File: src/rtl/serial_sub_pkg.sv
// Shared types and sizing helpers for the bit-serial subtractor.
package serial_sub_pkg;

   typedef enum logic [1:0] {
      IDLE = 2'd0,
      RUN  = 2'd1,
      DONE = 2'd2
   } state_e;

   localparam int DEF_WIDTH = 8;

   // Bit-counter width for a given operand width; counter spans 0 .. width-1.
   function automatic int cnt_w(input int width);
      return (width > 1) ? $clog2(width) : 1;
   endfunction

endpackage

File: src/rtl/serial_sub_full_sub.sv
// One-bit full-subtractor slice: d = a - b - bin, bout = borrow out.
// Purely combinational; no latency, no flow control.
module full_sub (
   input  logic a,
   input  logic b,
   input  logic bin,
   output logic d,
   output logic bout
);

   assign d    = a ^ b ^ bin;
   assign bout = (~a & b) | (~(a ^ b) & bin);

endmodule

File: src/rtl/serial_sub.sv
// Bit-serial unsigned A-B, LSB first; done pulses WIDTH cycles after start accept.
// start is only taken in IDLE/DONE; it is ignored while busy.
module serial_sub
   import serial_sub_pkg::*;
#(
   parameter int WIDTH = DEF_WIDTH
) (
   input  logic             clk_in,
   input  logic             rst_n_in,
   input  logic             start_in,
   input  logic [WIDTH-1:0] a_in,
   input  logic [WIDTH-1:0] b_in,
   output logic             busy_out,
   output logic             done_out,
   output logic [WIDTH-1:0] diff_out,
   output logic             borrow_out
);

   localparam int CNT_W = cnt_w(WIDTH);
   localparam logic [CNT_W-1:0] CNT_LAST = CNT_W'(WIDTH - 1);

   state_e             state_q, state_d;
   logic [WIDTH-1:0]   a_q, a_d;
   logic [WIDTH-1:0]   b_q, b_d;
   logic [WIDTH-1:0]   diff_sr_q, diff_sr_d;
   logic [WIDTH-1:0]   diff_q, diff_d;
   logic [CNT_W-1:0]   cnt_q, cnt_d;
   logic               br_q, br_d;
   logic               borrow_q, borrow_d;
   logic               slice_d;
   logic               slice_bout;

   full_sub u_full_sub (
      .a    (a_q[0]),
      .b    (b_q[0]),
      .bin  (br_q),
      .d    (slice_d),
      .bout (slice_bout)
   );

   always_comb begin
      state_d   = state_q;
      a_d       = a_q;
      b_d       = b_q;
      diff_sr_d = diff_sr_q;
      diff_d    = diff_q;
      cnt_d     = cnt_q;
      br_d      = br_q;
      borrow_d  = borrow_q;

      case (state_q)
         IDLE, DONE: begin
            if (start_in) begin
               a_d     = a_in;
               b_d     = b_in;
               br_d    = 1'b0;
               cnt_d   = '0;
               state_d = RUN;
            end else begin
               state_d = IDLE;
            end
         end
         RUN: begin
            a_d       = a_q >> 1;
            b_d       = b_q >> 1;
            diff_sr_d = {slice_d, diff_sr_q[WIDTH-1:1]};
            br_d      = slice_bout;
            cnt_d     = cnt_q + CNT_W'(1);
            // Last slice: publish the full result including this cycle's bit.
            if (cnt_q == CNT_LAST) begin
               diff_d   = diff_sr_d;
               borrow_d = slice_bout;
               cnt_d    = '0;
               state_d  = DONE;
            end
         end
         default: state_d = IDLE;
      endcase
   end

   always_ff @(posedge clk_in or negedge rst_n_in) begin
      if (!rst_n_in) begin
         state_q   <= IDLE;
         a_q       <= '0;
         b_q       <= '0;
         diff_sr_q <= '0;
         diff_q    <= '0;
         cnt_q     <= '0;
         br_q      <= 1'b0;
         borrow_q  <= 1'b0;
      end else begin
         state_q   <= state_d;
         a_q       <= a_d;
         b_q       <= b_d;
         diff_sr_q <= diff_sr_d;
         diff_q    <= diff_d;
         cnt_q     <= cnt_d;
         br_q      <= br_d;
         borrow_q  <= borrow_d;
      end
   end

   assign busy_out   = (state_q == RUN);
   assign done_out   = (state_q == DONE);
   assign diff_out   = diff_q;
   assign borrow_out = borrow_q;

endmodule
File: config.mk
export PLATFORM = sky130hd
export DESIGN_NAME = serial_sub
export DESIGN_NICKNAME = d
export VERILOG_FILES = /design/src/rtl/serial_sub_pkg.sv /design/src/rtl/serial_sub_full_sub.sv /design/src/rtl/serial_sub.sv
export SDC_FILE = /design/constraint.sdc
export NUM_CORES = 1
export LEC_CHECK = 0
export ABC_AREA = 0
export CORE_ASPECT_RATIO = 1.1
export CORE_MARGIN = 5
export CORE_UTILIZATION = 57
export CTS_CLUSTER_DIAMETER = 200
export DETAILED_ROUTE_END_ITERATION = 10
export GPL_TIMING_DRIVEN = 1
export HOLD_SLACK_MARGIN = 0.06
export MAX_ROUTING_LAYER = met4
export PLACE_DENSITY = 0.84
export SYNTH_ARGS = -nofsm -noshare
export SYNTH_HDL_FRONTEND = slang
export SYNTH_HIERARCHICAL = 1
export SYNTH_SLANG_ARGS = --single-unit
export TNS_END_PERCENT = 100
File: constraint.sdc
create_clock -name clk_in -period 2.85 [get_ports clk_in]
set_clock_uncertainty 0.1 [all_clocks]
set_input_delay 0.4275 -clock clk_in [delete_from_list [all_inputs] [get_ports clk_in]]
set_output_delay 0.4275 -clock clk_in [all_outputs]
set_load 0.01 [all_outputs]
# Yosys cells after proc, flatten, opt, wreduce, memory -nomap -nowiden
# Index checks and enable logic that the tools add are counted.
[totals] regBits=39 latch_bits=0 ram_bits=0 mem_bits_ro=0 out_inout_bits=11 wordCells=38 mem_count=0
[classes] add_sub_neg=1 multipliers=0 div_mod_pow=0 n_lt_le_gt_ge=0 n_eq_ne=5 n_shift=0 mux=12 bitwise_logic=7 reduce_logical=5
[ops] cell="8-bit case mux with 2 select lines" n=2
[ops] cell="8-bit 2-to-1 mux" n=2
[ops] cell="3-bit 2-to-1 mux" n=2
[ops] cell="3-bit case mux with 2 select lines" n=1
[ops] cell="2-bit case mux with 2 select lines" n=1
[ops] cell="2-bit AND reduction" n=2
[ops] cell="3-bit by 1-bit adder with 3-bit output, second input constant" n=1
[ops] cell="3-bit == test, second input constant" n=1
[ops] cell="1-bit bitwise AND" n=2
[ops] cell="2-bit by 1-bit == test with 1-bit output, second input constant" n=1
[ops] cell="2-bit == test, second input constant" n=1
[ops] cell="2-bit zero test" n=1
[ops] cell="1-bit 2-to-1 mux" n=2
[ops] cell="2-bit 2-to-1 mux" n=1
[ops] cell="2-bit by 1-bit != test with 1-bit output, second input constant" n=1
[ops] cell="2-bit != test, second input constant" n=1
[ops] cell="1-bit inverter" n=2
[ops] cell="1-bit case mux with 2 select lines" n=1
[ops] cell="2-bit nonzero test" n=1
[ops] cell="2-bit OR reduction" n=1
[ops] cell="1-bit bitwise XOR" n=2
[ops] cell="1-bit OR" n=1

# Logic depth before layout (Yosys ltp)
# Gate-level depths: netlist (run 1).
[logic_depth] ltp_word=5 depth_mapped=5

# By module
# The synthesis (run 1) kept the hierarchy.
[modules_own_cells] mod="serial_sub" n_inst=1 cells_per_inst=129 area_per_inst_um2=1853.0 seq_area_each_um2=950.9
[modules_own_cells] mod="full_sub" n_inst=1 cells_per_inst=4 area_per_inst_um2=31.3 seq_area_each_um2=0.0

# Worst setup path before layout (run 1)
# Ideal clock, no wire load.
[synth_timing] kind="register to register" start="reg cnt_q[0]" end="reg borrow_q (netlist: borrow_out)" setup_time_ns=0.125 t_arrival_ns=1.348 required_time_ns=2.625 setup_slack_ns=1.277 stages_incl_launch_ff=6 path_buffers=1 synth_period_minus_slack_ns=1.573 cell_sequence="dfrtp_1 > ha_1 > ha_1 > nand3b_1 > buf_4 > mux2_4"
[synth_between] elab_chain_len=2
[synth_lines] element="from (decl)" line_no="serial_sub.sv:27" rtl="logic [CNT_W-1:0] cnt_q, cnt_d;"
[synth_lines] element="from (signal assigned)" line_no="serial_sub.sv:97" rtl="cnt_q <= cnt_d;"
[synth_lines] element="3-bit == test" line_no="serial_sub.sv:70" rtl="if (cnt_q == CNT_LAST) begin"
[synth_lines] element="2-bit AND reduction (no line)"
[synth_lines] element="to (signal assigned)" line_no="serial_sub.sv:99" rtl="borrow_q <= borrow_d;"
[synth_lines] element="to (decl)" line_no="serial_sub.sv:29" rtl="logic borrow_q, borrow_d;"
# Every way passes these cells.
# A chain may end at the register's enable or synchronous reset.

# Worst setup path in the final report (run 1)
[layout_timing] start="reg state_q[1]" end="out busy_out"
[layout_between] elab_chain_len=1
[layout_lines] element="from (decl)" line_no="serial_sub.sv:22" rtl="state_e state_q, state_d;"
[layout_lines] element="from (signal assigned)" line_no="serial_sub.sv:92" rtl="state_q <= state_d;"
[layout_lines] element="2-bit by 1-bit == test with 1-bit output" line_no="serial_sub.sv:103" rtl="assign busy_out = (state_q == RUN);"
[layout_lines] element="to (decl)" line_no="serial_sub.sv:13" rtl="output logic busy_out,"
# Every way passes these cells.

==> results of run 1 <==
final cells by class:
| class | instances | area (um2) |
|---|---|---|
| fill | 247 | 1040 |
| sequential | 38 | 951 |
| multi-input combinational | 81 | 837 |
| timing repair buffer | 32 | 308 |
| tap | 36 | 45.0 |
| clock inverter | 3 | 40.0 |
| clock buffer | 5 | 37.5 |
| inverter | 5 | 21.3 |
sequential cells by signal, summed over array words and instances, names as in the netlist:
name and flops:
br_q 1, b_q 8, borrow_out 1, cnt_q 3, diff_out 8, state_q 2
a_q 8, diff_sr_q 7
synth_stat cells (2+ instances only):
cell,number
a22o_1,2
mux2_2,5
buf_6,2
mux2i_1,44
buf_4,3
inv_1,4
mux2_4,11
mux2_1,2
dfrtp_1,38
nand2b_1,2
nand3_1,2
o21ai_0,3
buf_2,3
ha_1,2
per-layer routing:
metal | part of all wire | vias to the layer above
met2 | 0.55 | 29
li1 | - | 533
met5 | 0 | -
met4 | 0.014 | 0
met1 | 0.40 | 564
met3 | 0.044 | 7
critical path: cells and delay by family (launching register included):
| family | cells | cell delay, ns |
|---|---|---|
| simple gates | 1 | 0.34 |
| flops | 1 | 0.40 |
| buf+inv | 2 | 0.71 |
cell families after synthesis:
| group | synth area share |
|---|---|
| AO/OA/AOI/OAI | 0.0272 |
| AND/OR/NAND/NOR | 0.0299 |
| buffers and inverters | 0.0511 |
| adder cells (fa/ha/maj) | 0.0239 |
| multiplexers | 0.363 |
| flip-flops | 0.505 |
power groups by stage:
stage | sequential [mW] | combinational, mW | clock (mW)
2_1_floorplan | 0.962 | 0.696 | 0
3_3_place_gp | 0.958 | 0.940 | 0
3_5_place_dp | 0.980 | 0.990 | 0
4_1_cts | 0.971 | 0.992 | 0.370
5_1_grt | 1.01 | 1.07 | 0.394
6_report | 0.967 | 0.977 | 0.355
how the worst min path moves through the flow:
| stage | slack, ns | cells after the start | startpoint | end |
|---|---|---|---|---|
| final | 0.07 | 1 | rst_n_in | diff_out[4] |
| after global routing | 0.14 | 1 | rst_n_in | diff_out[4] |
| after CTS | 0.09 | 1 | rst_n_in | diff_out[1] |
| after detailed placement | 0.40 | 1 | diff_sr_q[1] | diff_out[0] |
| after global placement | 0.39 | 1 | diff_sr_q[1] | diff_out[0] |
| after floorplan | 0.03 | 0 | rst_n_in | a_q[0] |
metrics by stage:
stage	hold slack (ns)	instance area, um2	util	power, mW
final	0.0728	2240	0.684	2.30
after global routing	0.136	2240	0.684	2.47
after CTS	0.0870	2240	0.684	2.33
after detailed placement	0.400	2160	0.660	1.97
after global placement	0.387	2160	0.660	1.90
after floorplan	0.0319	1880	-	1.66
==> results.txt, run 1 <==
Die width = 64.8 um
Seq/Total Area, Yosys = 0.505
Syn avg cell area = 14.2 um2
Post-CTS sizing = 0
Final Hold Fails = 0
Met3 Resource Use GR = 0.0434
Avg Vias per Cell = 5.67
Worst r2r dst = diff_out[1]
Setup crit start = state_q[1]
Slew Limit Headroom = 0.442
Pin count of the biggest net entering global routing = 39
RSZ-0062 raised after global routing = false
F_max = 0.432 GHz
GR Util met1 = 0.185
Met2 GRT Util = 0.301
Area leader, netlist = dfrtp_1
CP required = 2.32 ns
Largest cells by area after synthesis = dfrtp_1, mux2i_1, mux2_4, mux2_2, ha_1
Sequential share of power = 0.421
Gpl congestion = 0.758
P_sw = 0.740 mW
Final Net Count = 185
Cell chain of the critical path = nand2b_1 -> inv_4 -> clkdlybuf4s50_1
Initial Utilization = 0.575
Htree depth = 2
R2R setup slack = 0.90 ns
Commonest cells after routing, fill and taps aside = mux2i_1, dfrtp_1, clkdlybuf4s50_1
Grt peak-use layer = met2
Vias in the first global route = 1320
Final Cycle Share = 0.812
CP arrival = 1.79 ns
Hold_buf cts = 0
Post-synth ARST share = 1.00
Leakage = 1.08 nW
Post-place setup slack = 0.751 ns
Clock Sink Count = 38
Critical path endpoint = busy_out
Layout cells sized above 1 = 0.183
Crit-path max cell delay = 0.55 ns
Drt pass-1 iters = 4
Critical Path Sink Type = primary output
Clk_lat worst skew = 0.34 ns
DRC Markers = 0
Post-CTS setup buffers = 0
HP Class = in2async
Distinct cells, synth = 24
Placed Cells = 192
DIE HEIGHT = 70.3 um
Clk slew on worst S/H paths = 0.11 ns
R2r worst-path depth = 3
Clk root buf = clkbuf_4
Internal Power = 1.56 mW
Final max-slew violation count = 0
Overflow after GRT = 0
# port buffers = 29
Yosys top cell area share = 0.505
Crit Path Max Fanout = 9
Post-detail-place hpwl = 2.42 mm
Max IR drop VDD = 0.000627 V
Initial DRC count = 43
TritonCTS Buffers = 5
Setup TNS = 0 ns
Die area = 4560 um2
Final WL = 3.33 mm
Initial antenna violation count = 0
Run status = completed
First-pass GRT wire length = 5.94 mm
Routed len/inst = 16.7 um
Rows = 22
Period minus WS final = 2.31 ns
Highest-delay cell along the critical path = clkdlybuf4s50_1
Clk pwr share = 0.154
DRT antenna net count = 0
Post-synth EDFFs = 0
Core area = 3280 um2
N_diodes = 0
FF-to-FF Start = state_q[0]
Final setup margin = 0.536 ns
Leading cell type in the layout, fill and taps excluded = mux2i_1
Setup crit start kind = register
Synthesis-stage register bit count = 38
Max Buffers Root-to-Sink = 2
GRT Resource Usage Total = 0.171
Least-Margin Pin Slew = 0.837 ns
Setup violations, final = 0
Non-filler cells, final = 200
Leading register cell type out of synthesis = dfrtp_1
Net Count, Synth = 155
Yosys warnings = 6
Power Dens Cells = 1030 nW/um2
Switching share of power = 0.322
Vias = 1133
CTS tree = built
WS Path Type = reg2out
Synthesized cell area = 1880 um2
Top-level port count = 30
Cell count after synthesis = 133
Combinational power share = 0.425
Max-cap viol count = 0
Area Overhead vs Synth = 18.9%
(Power assumes the default switching activity.)
==> run 2, diff against run 1 <==
--- a/config.mk
+++ b/config.mk
@@ -8,13 +8,13 @@
 export ABC_AREA = 0
 export CORE_ASPECT_RATIO = 1.1
 export CORE_MARGIN = 5
-export CORE_UTILIZATION = 57
+export CORE_UTILIZATION = 53
 export CTS_CLUSTER_DIAMETER = 200
 export DETAILED_ROUTE_END_ITERATION = 10
 export GPL_TIMING_DRIVEN = 1
 export HOLD_SLACK_MARGIN = 0.06
 export MAX_ROUTING_LAYER = met4
-export PLACE_DENSITY = 0.84
+export PLACE_DENSITY = 0.79
 export SYNTH_ARGS = -nofsm -noshare
 export SYNTH_HDL_FRONTEND = slang
 export SYNTH_HIERARCHICAL = 1
==> constraint.sdc (replaced) <==
create_clock -name clk_in -period 2.3 [get_ports clk_in]
set_clock_uncertainty 0.1 [all_clocks]
set_input_delay 0.345 -clock clk_in [delete_from_list [all_inputs] [get_ports clk_in]]
set_output_delay 0.345 -clock clk_in [all_outputs]
set_load 0.01 [all_outputs]
==> run 2 against run 1 <==
  * Utilization decreased by 0.89 points
  * Register-to-register slack got worse by 0.48 ns
  * Setup slack lost 0.26 ns
  * Hold slack improved by 0.35 ns
  * Sequential share of layout area fell by 0.84 points
==> results.txt, run 2 (synthesized netlist as in run 1, its figures left out) <==
Period minus WS final = 2.02 ns
Setup crit start kind = register
Run status = completed
Area Overhead vs Synth = 21.2%
Flip-flop and latch area = 951 um2
Hold_sp = diff_out[0]
Post-CTS sizing = 0
R2r worst-path depth = 5
N_diodes = 0
Overflow after GRT = 0
Clk slew on worst S/H paths = 0.11 ns
Setup violations, final = 0
Setup TNS = 0 ns
Power Dens Cells = 1260 nW/um2
Initial antenna violation count = 0
Core area = 3390 um2
Top-level port count = 30
DIE HEIGHT = 72.5 um
Hold EP = diff_out[0]
Leakage = 1.09 nW
Drt pass-1 iters = 4
Initial Utilization = 0.557
Post-CTS setup buffers = 0
Clk_lat worst skew = 0.34 ns
Least-Margin Pin Slew = 0.814 ns
GRT Resource Usage Total = 0.159
Final Cycle Share = 0.878
CTS tree = built
Commonest cells after routing, fill and taps aside = mux2i_1, dfrtp_1, clkdlybuf4s50_1
Die area = 4850 um2
Vias = 1156
HP Class = reg2reg
R2R setup slack = 0.42 ns
Hold Crit Depth = 1
Initial DRC count = 13
Final WL = 3.34 mm
Leading cell type in the layout, fill and taps excluded = mux2i_1
Gpl congestion = 0.761
Rows = 22
Max-cap viol count = 0
Die width = 66.9 um
Hold_buf cts = 1
Crit Path Max Fanout = 4
First-pass GRT wire length = 5.62 mm
Routed len/inst = 15.5 um
Clk root buf = clkbuf_4
Post-detail-place hpwl = 2.39 mm
Layout cells sized above 1 = 0.185
Critical Path Sink Type = primary output
TritonCTS Buffers = 5
F_max = 0.495 GHz
CP arrival = 1.57 ns
Final max-slew violation count = 0
CP required = 1.86 ns
Slew Limit Headroom = 0.457
Fin util = 0.675
Avg Vias per Cell = 5.35
Worst r2r dst = diff_out[5]
Vias in the first global route = 1201
DRT antenna net count = 0
FF-to-FF Start = cnt_q[0]
Htree depth = 2
Clock Sink Count = 38
Final Hold Fails = 0
Fill cell count = 260
Pin count of the biggest net entering global routing = 39
Max Buffers Root-to-Sink = 2
Final Net Count = 189
# port buffers = 29
Max IR drop VDD = 0.000532 V
WS Path Type = reg2out
Multi-input logic area = 837 um2
DRC Markers = 0
RSZ-0062 raised after global routing = false
[run 2: power by group]
group          internal (mW)  total (mW)  leakage (nW)  switching (mW)
Combinational          0.743        1.22         0.582           0.478
Sequential             0.981        1.21         0.467           0.226
Clock                  0.231       0.445        0.0395           0.214
[run 2: worst max-delay path by stage]
stage	startpoint	end	slack, ns	cells past startpoint
6_report	state_q[1]	busy_out	0.28	3
4_1_cts	state_q[1]	busy_out	0.27	3
3_5_place_dp	cnt_q[0]	diff_out[5]	0.43	5
5_1_grt	state_q[1]	busy_out	0.21	3
2_1_floorplan	cnt_q[0]	borrow_out	0.73	5
3_3_place_gp	cnt_q[0]	diff_out[0]	0.54	5
[run 2: critical path, stage by stage, from the launching register on]
cell	delay, ns
dfrtp_1	0.41
nand2b_1	0.20
inv_4	0.09
clkdlybuf4s50_1	0.54
[run 2: metrics by stage]
step	cells	worst slack, ns	area [um2]	total power, mW	hold slack, ns
6_report	216	0.281	2280	2.87	0.421
3_3_place_gp	207	0.538	2200	2.38	0.379
3_5_place_dp	207	0.433	2200	2.46	0.391
4_1_cts	216	0.267	2280	2.91	0.428
5_1_grt	216	0.213	2280	3.07	0.437
2_1_floorplan	133	0.727	1880	2.05	-0.0506
[run 2: layout make-up]
class | instances | area share
Inverter | 5 | 0.00931
Timing Repair Buffer | 36 | 0.149
Tap cell | 48 | 0.0263
Sequential cell | 38 | 0.416
Multi-Input combinational cell | 81 | 0.366
Clock buffer | 7 | 0.0197
Clock inverter | 1 | 0.0131
[run 2: routing by layer]
metal / up-vias / GRT usage / share of wire
li1: 545 / - / -
met1: 575 / 0.196 / 0.44
met2: 28 / 0.246 / 0.49
met3: 8 / 0.0418 / 0.049
met4: 0 / 0.0676 / 0.018
met5: - / - / 0
==> patch: new RTL, flow settings as in run 2 <==
The package constant `DEF_WIDTH` goes from 8 to 9.
--- a/src/rtl/serial_sub_pkg.sv
+++ b/src/rtl/serial_sub_pkg.sv
@@ -7,7 +7,7 @@
       DONE = 2'd2
    } state_e;
 
-   localparam int DEF_WIDTH = 8;
+   localparam int DEF_WIDTH = 9;
 
    // Bit-counter width for a given operand width; counter spans 0 .. width-1.
    function automatic int cnt_w(input int width);
Ports: changed (resized a_in, b_in and diff_out); port bits go from 30 to 33. No check against the original RTL was run, so the function may have changed too.
==> patch against run 2 <==
  * Final area down 0.66%
  * Routed wire length rose by 7.5%
  * Worst setup slack got worse by 0.034 ns
  * Critical path depth unchanged
  * First-iteration DRC count rose to 7.5 times the old value
  * Power shrank 2.0%
  * Sequential cell count up 5
  * Area after synthesis decreased by 1.5%
  * Critical path type unchanged
  * Largest cell class unchanged
==> patch: results (changes against run 2) <==
CLK BUF=7 (unchanged); NonClk Buf Share=0.163 (+0.0142); area occupied by multi-input gates=687 sq um (-18%); CTS buffer count=5 (unchanged); top cells by area, synth=sky130_fd_sc_hd__dfrtp_1 (58%), sky130_fd_sc_hd__nand2_1 (12%), sky130_fd_sc_hd__mux2_2 (6.7%); hold crit path type=primary input to asynchronous set/reset pin; Synth async-reset ratio=1.00 (unchanged); synth cell count leaders=sky130_fd_sc_hd__nand2_1 (58), sky130_fd_sc_hd__dfrtp_1 (43), sky130_fd_sc_hd__nor2_1 (17); number of sinks driven by the clock tree=43 (+13%); number of levels in the clock H-tree=2 (unchanged); sequential cell power=1.32 mW (+9%); buffers inserted during post-CTS setup optimization=0 (unchanged); Yosys warnings=6 (unchanged); buffer count excluding the clock tree in the final layout=39 (+8.3%); Adder-Cell Fraction of Synth Area=0.0243 (+0.000371); largest net degree at the start of global routing=28 (-28%); Vias/cell=5.14 (-4.0%); xor/xnor share of the synthesized area=0 (unchanged); post-detailed-route wirelength per cell=13.4 um (-13%); gp weighted congestion=0.753 (-0.96%); fraction of synthesized area in multiplexers=0.0722 (-0.291); global router's overall resource usage=0.174 (+0.0147); cell leakage power=1.06 nW (-2.3%); fraction of power consumed by combinational cells=0.412 (-0.013); mean area per synthesized cell=10.1 sq um (-29%); Internal Power=1.77 mW (-9.5%); clock latency at the later pin of the worst-skew pair=0.34 ns (about the same); Compound-Gate Fraction of Synth Area=0.0890 (+0.0618); Crit path arrival time=1.61 ns (+0.04 ns); wire length of the first global-routing pass=6270 um (+12%); portion of the post-synthesis area used by sequential elements=0.580 (+0.0753); biggest fanout along the worst timing path=4 (unchanged); slowest library cell on the worst path=sky130_fd_sc_hd__clkdlybuf4s50_1; IO buf count=32 (+10%); dpl hpwl=2670 um (+12%); diode count=0 (unchanged); slew of the pin with the lowest slew margin=0.720 ns (-0.0948 ns); number of inserted filler cells in the final layout=288 (+11%); clock transition time at the flip-flop clock pins of the worst setup and hold paths=0.12 ns; Setup WS pre-CTS=0.465 ns (+0.0323 ns); clk cell area share=0.0221 (-0.0108); final net count=243 (+29%); count of unique library cells instantiated by Yosys=22 (-8.3%); aggregate routed wire length=3590 um (+7.5%); initial DRC count=98 (+85); Post-Place Cells=259 (+25%); count of inverters other than clock inverters in the layout=7 (+2); run status=finished, final reports clean; multi-input gates=123 (+52%); peak supply drop=0.516 mV (-3.0%); share of the final layout cell area in sequential cells=0.474 (+0.0579); vias in the first global route=1420 (+18%); Post-synth top flop=sky130_fd_sc_hd__dfrtp_1; fraction of layout instances using a drive strength above 1=0.114 (-0.0709); number of nets produced by synthesis=208 (+34%); Max Buffers Root-to-Sink=2 (unchanged); master cell of the clock root buffer=sky130_fd_sc_hd__clkbuf_4
## patch: changes by cell type in the layout (fill, tap and decap cells not counted), moves of 3 or more
cell,run 2,this run
sky130_fd_sc_hd__mux2i_1,44,1
sky130_fd_sc_hd__clkdlybuf4s50_1,28,31
sky130_fd_sc_hd__mux2_4,11,0
sky130_fd_sc_hd__mux2_2,5,11
sky130_fd_sc_hd__nand2_1,0,58
sky130_fd_sc_hd__inv_1,4,7
sky130_fd_sc_hd__dfrtp_1,38,43
sky130_fd_sc_hd__a31oi_1,0,16
sky130_fd_sc_hd__nor2_1,1,17
## patch: what timing repair did
action / 4_1_cts / 5_1_grt
endpoints found under the hold margin: 9 / 0
hold buffers: 1 / 0
setup endpoints to repair: 0 / 0
## patch: through the flow
step,area [sq um],total power [mW]
final,2270,2.82
after global routing,2270,3.07
after CTS,2270,2.84
after detailed placement,2210,2.50
after global placement,2210,2.42
after floorplan,1860,2.09
## patch: worst paths after layout
path                               from           end  slack (ns)  cells past startpoint
max in group asynchronous      rst_n_in        a_q[1]        1.30                      3
hold reg to reg            diff_sr_q[1]  diff_sr_q[1]        0.40                      2
setup reg to reg               cnt_q[0]   diff_out[6]        0.46                      5
min in group clk_in        diff_sr_q[1]  diff_sr_q[1]        0.40                      2
setup / recovery             state_q[1]      busy_out        0.25                      3
hold / removal                 rst_n_in    borrow_out        0.29                      2
## patch: layer usage
metal  vias up  track usage  wire [um]
li1        675            -          -
met1       662        0.207       1590
met2        34        0.282       1750
met3         6       0.0511        206
met4         0       0.0564         46
met5         -            -          0
## patch: kinds of logic after synthesis
family | count (synthesis)
buf+inv | 18
fa+ha+maj | 3
simple gates | 84
compound gates | 24
flops | 43
mux | 12
